$ cat src/rtl/vga_hex_text_display.sv
`timescale 1ns/1ps
`default_nettype none
// ============================================================================
// vga_hex_text_display: 640x480@60 VGA timing plus 16 x 4-digit hex renderer.
// Revision: 1.0
// ============================================================================
module vga_hex_text_display (
    input  logic         clk,
    input  logic         reset,
    input  logic [255:0] data_raw,
    output logic         hsync,
    output logic         vsync,
    output logic         video_on,
    output logic         p_tick,
    output logic [9:0]   x,
    output logic [9:0]   y,
    output logic [11:0]  rgb
);

    localparam logic [9:0] H_DISPLAY    = 10'd640;
    localparam logic [9:0] H_FRONT      = 10'd16;
    localparam logic [9:0] H_SYNC       = 10'd96;
    localparam logic [9:0] H_TOTAL      = 10'd800;
    localparam logic [9:0] V_DISPLAY    = 10'd480;
    localparam logic [9:0] V_FRONT      = 10'd10;
    localparam logic [9:0] V_SYNC       = 10'd2;
    localparam logic [9:0] V_TOTAL      = 10'd525;
    localparam logic [9:0] H_SYNC_START = H_DISPLAY + H_FRONT;
    localparam logic [9:0] H_SYNC_END   = H_SYNC_START + H_SYNC - 10'd1;
    localparam logic [9:0] V_SYNC_START = V_DISPLAY + V_FRONT;
    localparam logic [9:0] V_SYNC_END   = V_SYNC_START + V_SYNC - 10'd1;
    localparam logic [11:0] COLOUR_FG   = 12'h0F0;
    localparam logic [11:0] COLOUR_BG   = 12'h000;

    // Each glyph packs rows 0..7 from the most significant byte down.
    localparam logic [63:0] FONT [16] = '{
        64'h003C666E76663C00, 64'h001838181818_7E00, 64'h003C660C18307E00,
        64'h003C661C06663C00, 64'h000C1C2C4C7E0C00, 64'h007E607C06663C00,
        64'h003C607C66663C00, 64'h007E060C18303000, 64'h003C663C66663C00,
        64'h003C66663E063C00, 64'h00183C667E666600, 64'h007C667C66667C00,
        64'h003C666060663C00, 64'h00786C66666C7800, 64'h007E607C60607E00,
        64'h007E607C60606000
    };

    logic [1:0]  div;
    logic [9:0]  x_next;
    logic [9:0]  y_next;
    logic [5:0]  row;
    logic [6:0]  col;
    logic        in_text;
    logic [3:0]  word_idx;
    logic [1:0]  digit_idx;
    logic [15:0] word;
    logic [3:0]  nibble;
    logic [63:0] font_word;
    logic [2:0]  glyph_line;
    logic [7:0]  rom_data;
    logic [7:0]  glyph_row;
    logic        pixel_on;
    logic [11:0] colour;

    assign p_tick   = (div == 2'd3);
    assign video_on = (x < H_DISPLAY) && (y < V_DISPLAY);

    always_comb begin
        x_next = x;
        y_next = y;
        if (x == H_TOTAL - 10'd1) begin
            x_next = 10'd0;
            y_next = (y == V_TOTAL - 10'd1) ? 10'd0 : y + 10'd1;
        end else begin
            x_next = x + 10'd1;
        end
    end

    // Character cell lookup: word i sits at data_raw[255-16i -: 16], digit 0 is the top nibble.
    assign row        = y[9:4];
    assign col        = x[9:3];
    assign in_text    = (row >= 6'd1) && (row <= 6'd16) && (col >= 7'd1) && (col <= 7'd4);
    assign word_idx   = 4'(row - 6'd1);
    assign digit_idx  = 2'(col - 7'd1);
    assign word       = data_raw[{~word_idx, 4'b0000} +: 16];
    assign nibble     = word[{~digit_idx, 2'b00} +: 4];
    assign font_word  = FONT[nibble];
    assign glyph_line = y[3:1];
    assign rom_data   = font_word[{~glyph_line, 3'b000} +: 8];

    always_ff @(posedge clk or negedge reset) begin
        if (!reset) begin
            glyph_row <= 8'h00;
        end else begin
            glyph_row <= rom_data;
        end
    end

    assign pixel_on = glyph_row[~x[2:0]];
    assign colour   = (video_on && in_text && pixel_on) ? COLOUR_FG : COLOUR_BG;

    // Sync flags are derived from the next counters so they change together with x/y.
    always_ff @(posedge clk or negedge reset) begin
        if (!reset) begin
            div   <= 2'd0;
            x     <= 10'd0;
            y     <= 10'd0;
            hsync <= 1'b1;
            vsync <= 1'b1;
            rgb   <= COLOUR_BG;
        end else begin
            div <= div + 2'd1;
            if (p_tick) begin
                x     <= x_next;
                y     <= y_next;
                hsync <= !((x_next >= H_SYNC_START) && (x_next <= H_SYNC_END));
                vsync <= !((y_next >= V_SYNC_START) && (y_next <= V_SYNC_END));
                rgb   <= colour;
            end
        end
    end

endmodule
`default_nettype wire

$ cat config.mk
export PLATFORM = sky130hd
export DESIGN_NAME = vga_hex_text_display
export DESIGN_NICKNAME = d
export VERILOG_FILES = /design/src/rtl/vga_hex_text_display.sv
export SDC_FILE = /design/constraint.sdc
export NUM_CORES = 1
export LEC_CHECK = 0
export ABC_AREA = 1
export CAP_MARGIN = 5
export CORE_ASPECT_RATIO = 0.8
export CORE_MARGIN = 10
export CORE_UTILIZATION = 44
export DETAILED_ROUTE_END_ITERATION = 7
export GPL_ROUTABILITY_DRIVEN = 1
export PLACE_DENSITY = 0.95
export REMOVE_ABC_BUFFERS = 1
export SYNTH_ARGS = -nofsm -noshare
export SYNTH_HDL_FRONTEND = slang
export SYNTH_SLANG_ARGS = --single-unit
$ cat constraint.sdc
create_clock -name clk -period 10.25 [get_ports clk]
set_input_delay 1.5375 -clock clk [delete_from_list [all_inputs] [get_ports clk]]
set_output_delay 1.5375 -clock clk [all_outputs]
set_load 0.03 [all_outputs]
# Word level (Yosys, flattened, before mapping)

Memory sizes are Yosys's and may differ from the RTL's.
Cells that the tools add are included.

Bits in read-only memories: 1,024
Memories: 1
Word-level logic and storage cells: 54
Bits in registers: 44
Output and inout bits: 36

Memories:

| name             | words | width | read ports | clocked after Yosys merged registers in | wr ports | RTL line | source |
|---|---|---|---|---|---|---|---|
| (name not given) | 16    | 64    | 1          | 0                                       | 0        | 84       | `assign font_word = FONT[nibble];` |

Eq/ne operators: 3
$lt $le $gt $ge: 12
Bitwise operators: 5
Add/sub/neg operators: 5
Muxes and demuxes: 8
Shift-type cells: 3
Reduce and logical (&&, ||, !) cells: 10

Operators with widths:

| cell                                                                               | count |
|---|---|
| 256-bit by 9-bit variable part select with 16-bit output                           | 1 |
| 64-bit two-way mux                                                                 | 2 |
| 64-bit by 7-bit variable part select with 8-bit output                             | 1 |
| 10-bit two-way mux                                                                 | 3 |
| 10-bit by 1-bit adder with 10-bit output (second input constant)                   | 2 |
| 10-bit == test (second input constant)                                             | 2 |
| 16-bit by 5-bit variable part select with 4-bit output                             | 1 |
| 10-bit >= comparator (second input constant)                                       | 1 |
| 10-bit by 9-bit >= comparator with 1-bit output (second input constant)            | 1 |
| 10-bit less-or-equal comparator (second input constant)                            | 1 |
| 10-bit by 9-bit less-or-equal comparator with 1-bit output (second input constant) | 1 |
| 10-bit < comparator (second input constant)                                        | 1 |
| 10-bit by 9-bit < comparator with 1-bit output (second input constant)             | 1 |
| 1-bit logical AND                                                                  | 8 |
| 8-bit two-way mux                                                                  | 1 |
| 7-bit by 1-bit >= comparator with 1-bit output (second input constant)             | 1 |
| 7-bit by 3-bit less-or-equal comparator with 1-bit output (second input constant)  | 1 |
| 6-bit by 1-bit >= comparator with 1-bit output (second input constant)             | 1 |
| 6-bit by 5-bit less-or-equal comparator with 1-bit output (second input constant)  | 1 |
| 3-bit inverter                                                                     | 2 |
| 5-bit >= comparator (second input constant)                                        | 1 |
| 4-bit inverter with 5-bit output                                                   | 1 |
| 3-bit by 4-bit < comparator with 1-bit output (second input constant)              | 1 |
| 4-bit inverter                                                                     | 1 |
| other kinds (8)                                                                    | 9 |

# Logic depth before layout (Yosys ltp)

Depth after elaboration: 9
Depth in mapped cells: 30
Gate-level depth less buffers: 22

# Least setup slack after synthesis

No wires, ideal clock.

Path kind: reg2reg
From: register y[4]
To: register glyph_row[6]
Cell stages (with the launch flop): 30
Slack: 6.671 ns
Buffers on the path: 8
Clock period less this slack: 3.579 ns
Arrival: 3.466 ns
Library setup time: 0.113 ns
Cells stage by stage: dfrtp_1 buf_6 inv_4 buf_6 buf_4 buf_6 ha_1 buf_4 inv_2 buf_6 buf_4 buf_4 nand3_1 nand3_1 nand3_1 nand3_1 nand3_1 nand2_1 inv_2 ha_1 nand3_1 nand2_1 nand2_1 nand2_1 nand2_1 nand2_1 nand2_1 nand2_1 nand2_1 inv_1

Word-level cells in the longest chain between the ends: 9

RTL lines:

| element                                                  | RTL line | source |
|---|---|---|
| start, declared                                          | 16       | `output logic [9:0] y,` |
| start signal, assigned                                   | 112      | `y <= y_next;` |
| 4-bit by 1-bit subtractor with 4-bit output              | 80       | `assign word_idx = 4'(row - 6'd1);` |
| 4-bit inverter                                           | 82       | `assign word = data_raw[{~word_idx, 4'b0000} +: 16];` |
| 256-bit by 9-bit variable part select with 16-bit output | 82       |  |
| 16-bit by 5-bit variable part select with 4-bit output   | 83       | `assign nibble = word[{~digit_idx, 2'b00} +: 4];` |
| 4-bit inverter with 5-bit output (implied by the code)   | 84       |  |
| memory 16 x 64 bit                                       | --       |  |
| 64-bit two-way mux (implied by the code) (2 in a row)    | 84       |  |
| 64-bit by 7-bit variable part select with 8-bit output   | 86       | `assign rom_data = font_word[{~glyph_line, 3'b000} +: 8];` |
| via rom_data[6]                                          | 57       | `logic [7:0] rom_data;` |
| end signal, assigned                                     | 92       | `glyph_row <= rom_data;` |
| end, declared                                            | 58       | `logic [7:0] glyph_row;` |

The timed path passes the listed nets, and every way through them passes these cells. The select of a mux whose other input is x is not followed.
A chain may end at the register's enable or synchronous reset.

# Final worst setup path

Ends and elaborated chain as after synthesis.

==> metrics.yaml <==
grt_pass1_wl_um: 39000
synthFlopType: "dfrtp_1"
area_growth_pct: 49.5
drt_first_pass_iters: 6
path_max_fanout: 75
die_y_um: 121
grt_max_degree: 105
final.setup_skew_ns: 0.00366
die-area_um2: 17700
grt_overflow: 0
period_needed_ns: 4.53
synth_edf_count: 0
syn_area_um2: 5610
holdCritStartpoint: "div[0]"
worst_pin_slew_ns: 1.04
fin_tns_setup_ns: 0
vias_per_cell: 5.33
ios: 294
path_class: "flip-flop to flip-flop"
wl_um: 24900
holdWs_ns: 0.424
core_um2: 12300
cts_tree: "done"
rows: 36
synth_top_area_share_pct: 25.4
slew_viol_final: 0
regToRegStartpoint: "y[4]"
antenna_found_initial: 3
drv_cap: 0
setup_viol: 0
fillers: 1117
drcViolationCount: 0
max_freq_ghz: 0.221
wl_per_cell_um: 17.3
synth.avg_cell_area_um2: 5.40
multiInputGateArea_um2: 4000
yosys.area.top_type: "nand2_1"
hold_violations: 0
track_usage_pct: 26.4
fp.dieW_um: 146
final_util_pct: 67.9
port_buffers: 285
cts_hold_buffers: 0
clk_pin_slew_ns: 0.05
drive_above_1_share_pct: 3.78
dpl_worst_slack_ns: 5.81
rsz0062_at_grt: "no"
ys_seq_elements: 31
ctsResizeCount: 0
powerDensity_nw_per_um2: 51.8
postCtsSetupBuffers: 0
final_antenna_net_count: 0
start_util_pct: 45.4
p_leak_uw: 0.00389
clock_path_buffers: 2
yosys-top-cells-count: "nand2_1, nand3_1, nor2_1"
cts_root_buf: "clkbuf_16"
synth_cell_type_count: 40
insertion_delay_ns: 0.28
rr_worst_depth: 22
critPathArrivalTime_ns: 4.71
hold_end: "div[0]"
r2r_slack_ns: 5.72
period_share_pct: 44.2
status: "finished, final reports clean"
place_congestion: 0.985
min_path_cells: 1
htreeDepth: 2
vdd_drop_max_v: 0.0000532
yosysWarnings: 0
cp_data_required_time_ns: 10.43
reg2reg_to: "glyph_row[6]"
vias: 7705
grt_pass1_vias: 7523
yosysMostFrequentCell: "nand2_1"
hold_class: "flip-flop to flip-flop"
async_flop_share_pct: 100
cts_sinks: 31
fin_ws_ns: 5.72
drt_iter0_drc: 816
layout.nets: 1546
worstSetupStartpointType: "flip-flop"
hpwl_um: 19800
syn_inst: 1038
maxSlewHeadroom_pct: 30.4
worstSetupEndpointType: "flip-flop"
synth_top_cells_by_area: "nand2_1, nand3_1, dfrtp_1"
ff_latch_area_um2: 782
synth_seq_area_share_pct: 13.9
cts_buffers: 5
[worst max-delay path by stage]
stage	startpoint	to	slack, ns
3_3_place_gp	y[4]	glyph_row[6]	5.82
3_5_place_dp	y[4]	glyph_row[6]	5.81
5_1_grt	y[4]	glyph_row[6]	5.34
4_1_cts	y[4]	glyph_row[6]	5.80
6_report	y[4]	glyph_row[6]	5.72
2_1_floorplan	y[4]	glyph_row[6]	2.89
[worst max-delay path: stages (launching register included)]
cell	delay, ns
dfrtp_4	0.65
inv_4	0.20
ha_2	1.05
inv_2	0.04
buf_4	0.39
nand3_1	0.19
nand3_1	0.18
nand3_1	0.17
nand3_1	0.08
nand3_1	0.12
nand2_1	0.16
inv_2	0.17
ha_1	0.27
nand3_1	0.14
nand2_1	0.07
nand2_1	0.09
nand2_1	0.06
nand2_1	0.08
nand2_1	0.04
nand2_1	0.05
nand2_1	0.06
nand2_1	0.05
inv_1	0.04
[state kept, by name, summed over array words and instances, names as in the netlist]
| signal | flops |
|---|---|
| vsync | 1 |
| y | 10 |
| hsync | 1 |
| glyph_row | 6 |
| div | 2 |
| rgb | 1 |
| x | 10 |
[per-layer routing]
metal	wire length [µm]	vias to the layer above	global-route usage (%)
li1	-	3784	-
met1	9760	3454	30.3
met2	12200	417	46.8
met3	2330	50	7.04
met4	617	0	8.68
met5	0	-	0
[where the power goes]
| part | internal (µW) | switching (µW) | leakage, µW |
|---|---|---|---|
| Sequential | 123 | 0 | 0.000410 |
| Clock | 88.5 | 56.2 | 0.0000734 |
| Combinational | 107 | 59.9 | 0.00341 |
| Total | 318 | 116 | 0.00389 |
[final cells by class]
| cell class | count | share of cell area, % |
|---|---|---|
| inverters | 89 | 4.05 |
| diodes | 4 | 0.119 |
| repair buffers | 291 | 34.6 |
| clock inverters | 3 | 0.179 |
| flip-flops and latches | 31 | 9.33 |
| clock buffers | 5 | 1.49 |
| well taps | 171 | 2.55 |
| multi-input cells | 851 | 47.7 |
[cell usage in the layout (no fill, tap or decap), types with 2 or more instances in the layout]
cell type,netlist,layout
nand2_4,3,3
nor3_1,7,7
clkbuf_16,0,5
nor2_1,88,88
inv_1,78,78
clkinv_2,0,3
inv_4,2,2
o21ai_0,36,36
nor2_2,2,2
diode_2,0,4
xor2_1,8,8
o211ai_1,3,3
o21bai_1,2,2
a21oi_1,15,15
o22ai_1,4,4
nand2_2,9,9
ha_1,19,18
dfrtp_1,29,28
inv_2,6,6
clkinv_1,3,3
o21ai_1,13,13
buf_4,33,6
a31oi_1,2,2
nand3_2,5,5
nand2_1,380,380
clkdlybuf4s50_1,0,285
nand3_1,234,234
nand4_1,2,2
conb_1,1,8
dfstp_2,2,2
[kinds of logic (layout without fill, tap and decap cells)]
kind of cell / count (synthesis) / count (layout) / share of synthesized area [%]
compound gates: 81 / 81 / 7.99
xor+xnor: 10 / 10 / 1.83
fa+ha+maj: 19 / 19 / 4.24
buf+inv: 163 / 388 / 15.7
flops: 31 / 31 / 13.9
other cells: 1 / 12 / 0.0669
simple gates: 733 / 733 / 56.3
[metrics by stage]
step | instance area (µm²) | std cells | total power [µW]
2_1_floorplan | 5090 | 971 | 176
3_3_place_gp | 8230 | 1433 | 289
3_5_place_dp | 8230 | 1433 | 290
4_1_cts | 8370 | 1441 | 433
5_1_grt | 8380 | 1445 | 456
6_report | 8380 | 1445 | 434
Note: power is estimated with default switching activity, not from simulation.
